<file path="src/rtl/pwm_regs_pkg.sv">
// Shared definitions for the PWM configuration register bank:
// register addresses, command byte layout, frame FSM states and reset values.
package pwm_regs_pkg;

    localparam int unsigned DATA_W_DEF     = 32;
    localparam logic [31:0] PERIOD_RST_DEF = 32'h0000_00FF;
    localparam logic [31:0] REG_RST_DEF    = 32'h0000_0000;

    localparam logic [2:0] ADDR_PERIOD  = 3'd0;
    localparam logic [2:0] ADDR_PRESC   = 3'd1;
    localparam logic [2:0] ADDR_DUTY1   = 3'd2;
    localparam logic [2:0] ADDR_DUTY2   = 3'd3;
    localparam logic [2:0] ADDR_DUTY3   = 3'd4;
    localparam logic [2:0] ADDR_CTRL    = 3'd5;
    localparam logic [2:0] ADDR_STATUS  = 3'd6;
    localparam logic [2:0] ADDR_INVALID = 3'd7;

    localparam int unsigned CMD_WR_BIT  = 7;
    localparam int unsigned CMD_RSVD_HI = 6;
    localparam int unsigned CMD_RSVD_LO = 3;
    localparam int unsigned CMD_ADDR_HI = 2;
    localparam int unsigned CMD_ADDR_LO = 0;

    // Command byte layout, MSB first: write flag, reserved nibble, address.
    typedef struct packed {
        logic       wr;
        logic [3:0] rsvd;
        logic [2:0] addr;
    } cmd_t;

    typedef enum logic [1:0] {
        ST_IDLE    = 2'd0,
        ST_WDATA   = 2'd1,
        ST_RDATA   = 2'd2,
        ST_DISCARD = 2'd3
    } frame_state_t;

endpackage

</file>
<file path="src/rtl/pwm_spi_regfile_if.sv">
// Byte-level link between the SPI slave and the register bank.
//   cs_n    : chip select, synchronised, 1 = idle
//   rx_dv   : one-cycle strobe, rx_byte valid
//   rx_byte : byte received on MOSI
//   tx_dv   : one-cycle strobe, load tx_byte into the SPI slave
//   tx_byte : next byte to shift out on MISO
interface pwm_spi_regfile_if;
    logic       cs_n;
    logic       rx_dv;
    logic [7:0] rx_byte;
    logic       tx_dv;
    logic [7:0] tx_byte;

    // master: the SPI slave shifter side; slave: the register bank side
    modport master (output cs_n, output rx_dv, output rx_byte,
                    input  tx_dv, input  tx_byte);
    modport slave  (input  cs_n, input  rx_dv, input  rx_byte,
                    output tx_dv, output tx_byte);
endinterface

</file>
<file path="src/rtl/pwm_spi_regfile_fsm.sv">
// spi_frame_fsm: parses command/data byte frames, counts data bytes,
// stages write data and emits commit / read-select / transmit strobes.
// Ports:
//   clk, rst_n        : clock, async active-low reset
//   i_cs_n            : chip select (1 aborts the frame)
//   i_rx_dv, i_rx_byte: received byte strobe and value
//   o_wr_commit_c     : commit o_wr_data_c to register o_wr_addr this cycle
//   o_wr_addr         : target address of the write in progress
//   o_wr_data_c       : staged data including the current byte
//   o_rd_sel_c        : take a read snapshot of register o_rd_addr_c
//   o_tx_req_c        : load tx byte from lane o_tx_lane_c next cycle
//   o_frame_err_c     : set the sticky frame-error flag
module spi_frame_fsm
    import pwm_regs_pkg::*;
#(
    parameter  int unsigned NBYTES = 4,
    localparam int unsigned CNT_W  = (NBYTES > 1) ? $clog2(NBYTES) : 1
) (
    input  logic                  clk,
    input  logic                  rst_n,
    input  logic                  i_cs_n,
    input  logic                  i_rx_dv,
    input  logic [7:0]            i_rx_byte,
    output logic                  o_wr_commit_c,
    output logic [2:0]            o_wr_addr,
    output logic [8*NBYTES-1:0]   o_wr_data_c,
    output logic                  o_rd_sel_c,
    output logic [2:0]            o_rd_addr_c,
    output logic                  o_tx_req_c,
    output logic [CNT_W-1:0]      o_tx_lane_c,
    output logic                  o_frame_err_c
);

    localparam logic [CNT_W-1:0] CNT_LAST = CNT_W'(NBYTES - 1);

    frame_state_t          r_state;
    frame_state_t          w_state_nxt;
    logic [CNT_W-1:0]      r_byte_cnt;
    logic [CNT_W-1:0]      w_byte_cnt_nxt;
    logic [8*NBYTES-1:0]   r_stage;
    logic [8*NBYTES-1:0]   w_stage_nxt;
    logic [8*NBYTES-1:0]   w_merged;
    logic [2:0]            r_addr;
    logic [2:0]            w_addr_nxt;
    cmd_t                  w_cmd;

    assign w_cmd       = cmd_t'(i_rx_byte);
    assign o_wr_addr   = r_addr;
    assign o_wr_data_c = w_merged;
    assign o_rd_addr_c = w_cmd.addr;

    // Staging value with the current byte dropped into lane byte_cnt
    always_comb begin
        w_merged = r_stage;
        for (int unsigned i = 0; i < NBYTES; i++) begin
            if (CNT_W'(i) == r_byte_cnt) begin
                w_merged[8*i +: 8] = i_rx_byte;
            end
        end
    end

    // State register
    always_ff @(posedge clk or negedge rst_n) begin
        if (!rst_n) begin
            r_state    <= ST_IDLE;
            r_byte_cnt <= '0;
            r_stage    <= '0;
            r_addr     <= '0;
        end else begin
            r_state    <= w_state_nxt;
            r_byte_cnt <= w_byte_cnt_nxt;
            r_stage    <= w_stage_nxt;
            r_addr     <= w_addr_nxt;
        end
    end

    // Next state and strobes; cs_n high overrides any byte in the same cycle
    always_comb begin
        w_state_nxt    = r_state;
        w_byte_cnt_nxt = r_byte_cnt;
        w_stage_nxt    = r_stage;
        w_addr_nxt     = r_addr;
        o_wr_commit_c  = 1'b0;
        o_rd_sel_c     = 1'b0;
        o_tx_req_c     = 1'b0;
        o_tx_lane_c    = '0;
        o_frame_err_c  = 1'b0;

        if (i_cs_n) begin
            w_state_nxt    = ST_IDLE;
            w_byte_cnt_nxt = '0;
            w_stage_nxt    = '0;
        end else if (i_rx_dv) begin
            unique case (r_state)
                ST_IDLE: begin
                    w_byte_cnt_nxt = '0;
                    if ((w_cmd.rsvd != 4'd0) || (w_cmd.addr == ADDR_INVALID)) begin
                        w_state_nxt   = ST_DISCARD;
                        o_frame_err_c = 1'b1;
                    end else if (w_cmd.wr) begin
                        w_state_nxt = ST_WDATA;
                        w_stage_nxt = '0;
                        w_addr_nxt  = w_cmd.addr;
                    end else begin
                        w_state_nxt = ST_RDATA;
                        o_rd_sel_c  = 1'b1;
                        o_tx_req_c  = 1'b1;
                    end
                end
                ST_WDATA: begin
                    if (r_byte_cnt == CNT_LAST) begin
                        o_wr_commit_c  = 1'b1;
                        w_state_nxt    = ST_IDLE;
                        w_byte_cnt_nxt = '0;
                        w_stage_nxt    = '0;
                    end else begin
                        w_stage_nxt    = w_merged;
                        w_byte_cnt_nxt = r_byte_cnt + 1'b1;
                    end
                end
                ST_RDATA: begin
                    // last dummy byte closes the read without a transmit
                    if (r_byte_cnt == CNT_LAST) begin
                        w_state_nxt    = ST_IDLE;
                        w_byte_cnt_nxt = '0;
                    end else begin
                        o_tx_req_c     = 1'b1;
                        o_tx_lane_c    = r_byte_cnt + 1'b1;
                        w_byte_cnt_nxt = r_byte_cnt + 1'b1;
                    end
                end
                ST_DISCARD: begin
                    w_state_nxt = ST_DISCARD;
                end
                default: begin
                    w_state_nxt = ST_IDLE;
                end
            endcase
        end
    end

endmodule

</file>
<file path="src/rtl/pwm_spi_regfile.sv">
// pwm_spi_regfile: PWM configuration register bank behind the SPI byte link.
// Holds period, prescaler, three duties, CTRL (enable) and STATUS (sticky
// frame error), commits writes atomically and serves coherent read-back.
// Ports:
//   clk, rst_n                 : clock, async active-low reset
//   spi                        : byte link (cs_n, rx_dv, rx_byte, tx_dv, tx_byte)
//   counter_value, prescaler   : PWM period and clock prescaler
//   duty_cycle_1..3            : channel duty cycles
//   enable_pwm                 : CTRL bit0
module pwm_spi_regfile
    import pwm_regs_pkg::*;
#(
    parameter int unsigned          DATA_W     = DATA_W_DEF,
    parameter logic [DATA_W-1:0]    PERIOD_RST = DATA_W'(PERIOD_RST_DEF)
) (
    input  logic                 clk,
    input  logic                 rst_n,
    pwm_spi_regfile_if.slave     spi,
    output logic [DATA_W-1:0]    counter_value,
    output logic [DATA_W-1:0]    prescaler,
    output logic [DATA_W-1:0]    duty_cycle_1,
    output logic [DATA_W-1:0]    duty_cycle_2,
    output logic [DATA_W-1:0]    duty_cycle_3,
    output logic                 enable_pwm
);

    localparam int unsigned NBYTES = DATA_W / 8;
    localparam int unsigned CNT_W  = (NBYTES > 1) ? $clog2(NBYTES) : 1;

    logic [DATA_W-1:0] r_period;
    logic [DATA_W-1:0] r_presc;
    logic [DATA_W-1:0] r_duty1;
    logic [DATA_W-1:0] r_duty2;
    logic [DATA_W-1:0] r_duty3;
    logic [7:0]        r_ctrl;
    logic              r_err;
    logic [DATA_W-1:0] r_snap;
    logic              r_tx_dv;
    logic [7:0]        r_tx_byte;

    logic              w_wr_commit;
    logic [2:0]        w_wr_addr;
    logic [DATA_W-1:0] w_wr_data;
    logic              w_rd_sel;
    logic [2:0]        w_rd_addr;
    logic              w_tx_req;
    logic [CNT_W-1:0]  w_tx_lane;
    logic              w_frame_err;
    logic [DATA_W-1:0] w_rd_mux;
    logic [DATA_W-1:0] w_tx_src;
    logic [7:0]        w_tx_byte;

    spi_frame_fsm #(
        .NBYTES (NBYTES)
    ) u_fsm (
        .clk           (clk),
        .rst_n         (rst_n),
        .i_cs_n        (spi.cs_n),
        .i_rx_dv       (spi.rx_dv),
        .i_rx_byte     (spi.rx_byte),
        .o_wr_commit_c (w_wr_commit),
        .o_wr_addr     (w_wr_addr),
        .o_wr_data_c   (w_wr_data),
        .o_rd_sel_c    (w_rd_sel),
        .o_rd_addr_c   (w_rd_addr),
        .o_tx_req_c    (w_tx_req),
        .o_tx_lane_c   (w_tx_lane),
        .o_frame_err_c (w_frame_err)
    );

    // Read mux; CTRL and STATUS read back zero-extended
    always_comb begin
        w_rd_mux = '0;
        unique case (w_rd_addr)
            ADDR_PERIOD: w_rd_mux = r_period;
            ADDR_PRESC:  w_rd_mux = r_presc;
            ADDR_DUTY1:  w_rd_mux = r_duty1;
            ADDR_DUTY2:  w_rd_mux = r_duty2;
            ADDR_DUTY3:  w_rd_mux = r_duty3;
            ADDR_CTRL:   w_rd_mux = DATA_W'(r_ctrl);
            ADDR_STATUS: w_rd_mux = DATA_W'(r_err);
            default:     w_rd_mux = '0;
        endcase
    end

    // Byte 0 comes straight from the mux because the snapshot lands this edge
    always_comb begin
        w_tx_src  = w_rd_sel ? w_rd_mux : r_snap;
        w_tx_byte = '0;
        for (int unsigned i = 0; i < NBYTES; i++) begin
            if (CNT_W'(i) == w_tx_lane) begin
                w_tx_byte = w_tx_src[8*i +: 8];
            end
        end
    end

    // Register bank: whole-word commit, W1C on STATUS bit0
    always_ff @(posedge clk or negedge rst_n) begin
        if (!rst_n) begin
            r_period <= PERIOD_RST;
            r_presc  <= '0;
            r_duty1  <= '0;
            r_duty2  <= '0;
            r_duty3  <= '0;
            r_ctrl   <= '0;
            r_err    <= 1'b0;
        end else begin
            if (w_wr_commit) begin
                unique case (w_wr_addr)
                    ADDR_PERIOD: r_period <= w_wr_data;
                    ADDR_PRESC:  r_presc  <= w_wr_data;
                    ADDR_DUTY1:  r_duty1  <= w_wr_data;
                    ADDR_DUTY2:  r_duty2  <= w_wr_data;
                    ADDR_DUTY3:  r_duty3  <= w_wr_data;
                    ADDR_CTRL:   r_ctrl   <= w_wr_data[7:0];
                    ADDR_STATUS: if (w_wr_data[0]) r_err <= 1'b0;
                    default: ;
                endcase
            end
            if (w_frame_err) begin
                r_err <= 1'b1;
            end
        end
    end

    // Read snapshot and transmit byte
    always_ff @(posedge clk or negedge rst_n) begin
        if (!rst_n) begin
            r_snap    <= '0;
            r_tx_dv   <= 1'b0;
            r_tx_byte <= 8'h00;
        end else begin
            r_tx_dv <= w_tx_req;
            if (w_rd_sel) begin
                r_snap <= w_rd_mux;
            end
            if (w_tx_req) begin
                r_tx_byte <= w_tx_byte;
            end
        end
    end

    assign spi.tx_dv     = r_tx_dv;
    assign spi.tx_byte   = r_tx_byte;
    assign counter_value = r_period;
    assign prescaler     = r_presc;
    assign duty_cycle_1  = r_duty1;
    assign duty_cycle_2  = r_duty2;
    assign duty_cycle_3  = r_duty3;
    assign enable_pwm    = r_ctrl[0];

endmodule

</file>
<file path="src/flat_wrapper.sv">
// flat-port wrapper written by rule: the top's interface ports become plain ports
module pwm_spi_regfile_flat import pwm_regs_pkg::*;
#(
    parameter int unsigned          DATA_W     = DATA_W_DEF,
    parameter logic [DATA_W-1:0]    PERIOD_RST = DATA_W'(PERIOD_RST_DEF)
)
  (clk, rst_n, counter_value, prescaler, duty_cycle_1, duty_cycle_2, duty_cycle_3, enable_pwm, spi_cs_n, spi_rx_dv, spi_rx_byte, spi_tx_dv, spi_tx_byte);
  pwm_spi_regfile_if spi_i ();
  input  logic clk;
  input  logic rst_n;
  output logic [DATA_W-1:0] counter_value;
  output logic [DATA_W-1:0] prescaler;
  output logic [DATA_W-1:0] duty_cycle_1;
  output logic [DATA_W-1:0] duty_cycle_2;
  output logic [DATA_W-1:0] duty_cycle_3;
  output logic enable_pwm;
  input wire logic [$bits(spi_i.cs_n)-1:0] spi_cs_n;
  input wire logic [$bits(spi_i.rx_dv)-1:0] spi_rx_dv;
  input wire logic [$bits(spi_i.rx_byte)-1:0] spi_rx_byte;
  output wire logic [$bits(spi_i.tx_dv)-1:0] spi_tx_dv;
  output wire logic [$bits(spi_i.tx_byte)-1:0] spi_tx_byte;
  assign spi_i.cs_n = spi_cs_n;
  assign spi_i.rx_dv = spi_rx_dv;
  assign spi_i.rx_byte = spi_rx_byte;
  assign spi_tx_dv = spi_i.tx_dv;
  assign spi_tx_byte = spi_i.tx_byte;
  pwm_spi_regfile #(.DATA_W(DATA_W), .PERIOD_RST(PERIOD_RST)) u_core (.clk(clk), .rst_n(rst_n), .spi(spi_i), .counter_value(counter_value), .prescaler(prescaler), .duty_cycle_1(duty_cycle_1), .duty_cycle_2(duty_cycle_2), .duty_cycle_3(duty_cycle_3), .enable_pwm(enable_pwm));
endmodule
</file>
<file path="config.mk">
export PLATFORM = sky130hd
export DESIGN_NAME = pwm_spi_regfile_flat
export DESIGN_NICKNAME = d
export VERILOG_FILES = /design/src/rtl/pwm_regs_pkg.sv /design/src/rtl/pwm_spi_regfile_if.sv /design/src/rtl/pwm_spi_regfile_fsm.sv /design/src/rtl/pwm_spi_regfile.sv /design/src/flat_wrapper.sv
export SDC_FILE = /design/constraint.sdc
export NUM_CORES = 1
export LEC_CHECK = 0
export BUFFER_PORTS_ARGS = -buffer_cell sky130_fd_sc_hd__buf_2
export CAP_MARGIN = 0
export CORE_AREA = 2 2 221 223
export DETAILED_ROUTE_END_ITERATION = 12
export DIE_AREA = 0 0 223 225
export SETUP_SLACK_MARGIN = 0.4
export SYNTH_ARGS = -nofsm -noshare
export SYNTH_HDL_FRONTEND = slang
export SYNTH_HIERARCHICAL = 1
export SYNTH_SLANG_ARGS = --single-unit
export TNS_END_PERCENT = 30
</file>
<file path="constraint.sdc">
create_clock -name clk -period 2.85 [get_ports clk]
set_input_delay 0.1425 -clock clk [delete_from_list [all_inputs] [get_ports clk]]
set_output_delay 0.1425 -clock clk [all_outputs]
set_load 0.005 [all_outputs]
</file>
==> impl_metrics.py <==
metrics = {
    "cts": {
        "cts_max_level": 1,
        "root_buffer": "clkbuf_16",
        "numClockSinks": 249,
        "clk_pin_slew_worst_paths_ns": 0.06,
        "cts.path.max_buffers": 3,
        "cts_buffers": 29,
        "cts_tree": "yes",
        "insertion_delay_ns": 0.57,
    },
    "yosys": {
        "ys_top_cells_by_count": "dfrtp_1 (241), mux2_2 (190), mux2i_1 (53)",
        "synthCells": 929,
        "synth_top_area_share_pct": 51.1,
        "async_flop_share_pct": 100,
        "synth-seq-cells": 249,
        "synth_cell_type_count": 70,
        "netlist_top_cells_area": "dfrtp_1 (51%), mux2_2 (18%), mux2i_1 (4.5%), nand2b_1 (1.9%), dfstp_2 (1.8%)",
        "syn_area_sq_um": 11800,
        "seq_area_frac_synth_pct": 52.9,
        "synth_nets": 949,
        "syn_area_per_cell_sq_um": 12.7,
        "synth_warnings": 6,
        "synth_ff_type": "dfrtp_1",
        "yosys.area.top_type": "dfrtp_1",
        "synth_edf_count": 0,
        "yosysMostFrequentCell": "dfrtp_1",
    },
    "detailed_routing": {
        "drtAntennaViolNets": 0,
        "drt_first_pass_iters": 4,
        "routed_wl_um": 40400,
        "wl_per_cell_um": 22.8,
        "vias": 8648,
        "drt_iter0_drc": 751,
        "drc": 0,
        "vias_per_cell": 4.89,
    },
    "floorplanning": {
        "start_util_pct": 24.8,
        "fp.dieW_um": 223,
        "io_pins": 182,
        "rows": 80,
        "die_h_um": 225,
        "die_area_sq_um": 50200,
        "core_sq_um": 47500,
    },
    "cells_and_area": {
        "syn2layout_area_growth_pct": 23.6,
        "nets": 1151,
        "drive_gt1_share_pct": 44.2,
        "n_fill_cell": 4845,
        "antennaDiodeCount": 0,
    },
    "grt": {
        "grt_max_degree": 74,
        "track_usage_pct": 15.9,
        "grt_pass1_vias": 8907,
        "gr-usage-met1_pct": 21.8,
        "gr-usage-met3_pct": 4.33,
        "grt_antenna_before_repair": 1,
        "grt_pass1_wl_um": 59700,
        "use_met2_pct": 25.0,
        "gr-max-usage-layer": "met2",
        "grt_overflow": 0,
    },
    "worst_setup_path": {
        "crit_arrival_ns": 2.85,
        "critical_path.max_fanout": 16,
        "r2r_end": "u_core/spi.tx_byte[5]",
        "reg2regPathDepth": 11,
        "end_kind": "flip-flop",
        "cp.required_ns": 3.34,
        "worstSetupStartpointType": "flip-flop",
        "worstSetupPathType": "flip-flop to flip-flop",
        "reg2reg_from": "u_core/u_fsm/r_state[0]",
        "r2r_slack_ns": 0.49,
    },
    "timing": {
        "slew_headroom_pct": 42.2,
        "layout_min_cycle_time_ns": 2.36,
        "fmax_mhz": 423,
        "finalClockSkew_ns": 0.0194,
        "rsz0062_at_grt": "no",
        "timing_hold_violations_final": 0,
        "whs_ns": 0.125,
        "setup_viol": 0,
        "worst_slew_pin_slew_ns": 0.859,
        "fin_crit_sh_pct": 82.9,
        "setup-tns-final_ns": 0,
        "finalMaxSlewViolations": 0,
    },
    "place": {
        "numPortBuffers": 181,
        "hpwl_um": 29400,
        "gp_congestion": 0.915,
    },
    "worst_hold_path": {
        "hold_start": "spi_rx_byte[7]",
        "whs_endpoint": "u_core/u_fsm/r_state[1]",
        "whs_path_depth": 3,
        "min_path_type": "input pin to flip-flop",
    },
    "run": {
        "maxCapViolCount": 0,
    },
    "pwr": {
        "max-vdd-ir-drop_v": 0.000441,
        "power_density_nw_per_um2": 589,
        "leakage_uw": 0.00731,
    },
    "status": {
        "status": "finished, final reports clean",
    },
}
## metal layers
metal,wire (um),vias to the layer above
li1,-,3801
met1,18200,4456
met2,18200,332
met3,3110,57
met4,910,2
met5,7,-
## logic make-up (layout without fill, tap and decap cells)
family,after synthesis,count (layout),synth area share (%)
AND/OR/NAND/NOR,167,167,8.01
flip-flops,249,249,52.9
AO/OA/AOI/OAI,153,153,9.60
adder cells (fa/ha/maj),8,8,0.848
multiplexers,253,253,24.4
buffers and inverters,99,324,4.29
## area by class of cell
class	count	area, sq um	share of cell area, %
Inverter	40	151	1.04
Timing Repair Buffer	230	1340	9.20
Clock inverter	13	125	0.857
Multi-Input combinational cell	581	5130	35.2
Clock buffer	41	831	5.69
Tap cell	615	769	5.27
Sequential cell	249	6240	42.8
## where the power goes
part / total (uW) / internal [uW] / switching (uW) / leakage (uW)
combinational: 1110 / 387 / 724 / 0.00342
sequential: 3770 / 3660 / 101 / 0.00341
clock: 3730 / 2210 / 1520 / 0.000476
## flip-flops by register name (all words and copies together) (netlist names), 2 cells and up
signal / flops
u_core/r_snap: 32
u_core/counter_value: 32
u_core/u_fsm/r_stage: 32
u_core/duty_cycle_3: 32
u_core/duty_cycle_1: 32
u_core/r_ctrl: 8
u_core/u_fsm/r_state: 2
u_core/prescaler: 32
u_core/u_fsm/r_byte_cnt: 2
u_core/duty_cycle_2: 32
u_core/spi.tx_byte: 8
u_core/u_fsm/o_wr_addr: 3
## cell usage in the layout, fill, tap and decap left out, types with 7 or more instances in the layout
master,count
a221o_1,12
a22o_1,8
a22oi_1,11
buf_2,179
buf_4,41
clkbuf_16,29
clkinv_2,9
dfrtp_1,241
dfstp_2,8
ha_1,7
inv_1,36
mux2_2,190
mux2i_1,53
mux4_2,8
nand2_1,48
nand2b_1,36
nand3_1,9
nor2_1,15
nor2b_1,14
o21ai_0,34
o22ai_1,13
## worst max path at each step
stage / to / depth (start not counted) / from / slack (ns)
3_3_place_gp: u_core/spi.tx_byte[6] / 12 / u_core/u_fsm/r_state[0] / 0.37
5_1_grt: u_core/spi.tx_byte[0] / 11 / u_core/u_fsm/r_state[0] / 0.39
2_1_floorplan: u_core/prescaler[10] / 7 / u_core/u_fsm/r_byte_cnt[0] / 0.45
3_5_place_dp: u_core/spi.tx_byte[6] / 12 / u_core/u_fsm/r_state[0] / 0.26
4_1_cts: u_core/spi.tx_byte[4] / 11 / u_core/u_fsm/r_state[0] / 0.39
6_report: u_core/spi.tx_byte[5] / 11 / u_core/u_fsm/r_state[0] / 0.49
## metrics by stage
stage	total power, uW	cell area [sq um]	utilization [%]	std cells	setup slack (ns)
5_1_grt	8920	14600	30.7	1769	0.386
4_1_cts	8590	14500	30.5	1764	0.395
3_5_place_dp	4840	13500	28.4	1705	0.262
3_3_place_gp	4830	13500	28.4	1705	0.367
2_1_floorplan	4390	11800	-	929	0.452
6_report	8600	14600	30.7	1769	0.488
## critical path, cell delays in order (launching register included)
cell and delay [ns]:
dfrtp_1 0.41, inv_2 0.10, ha_4 0.16, nand4b_1 0.19, nor2_4 0.20, buf_4 0.14, clkinv_2 0.12, buf_4 0.23
a21oi_1 0.17, a221oi_1 0.13, o221ai_1 0.25, o211a_1 0.19
## timing repair
action	4_1_cts	5_1_grt
endpoints found under the setup margin	8	9
cloned	0	0
gates resized for setup	8	11
pin swaps	2	1
hold buffers	3	0
buffers inserted	2	5
endpoints found under the hold margin	71	0
(Power assumes the default switching activity.)
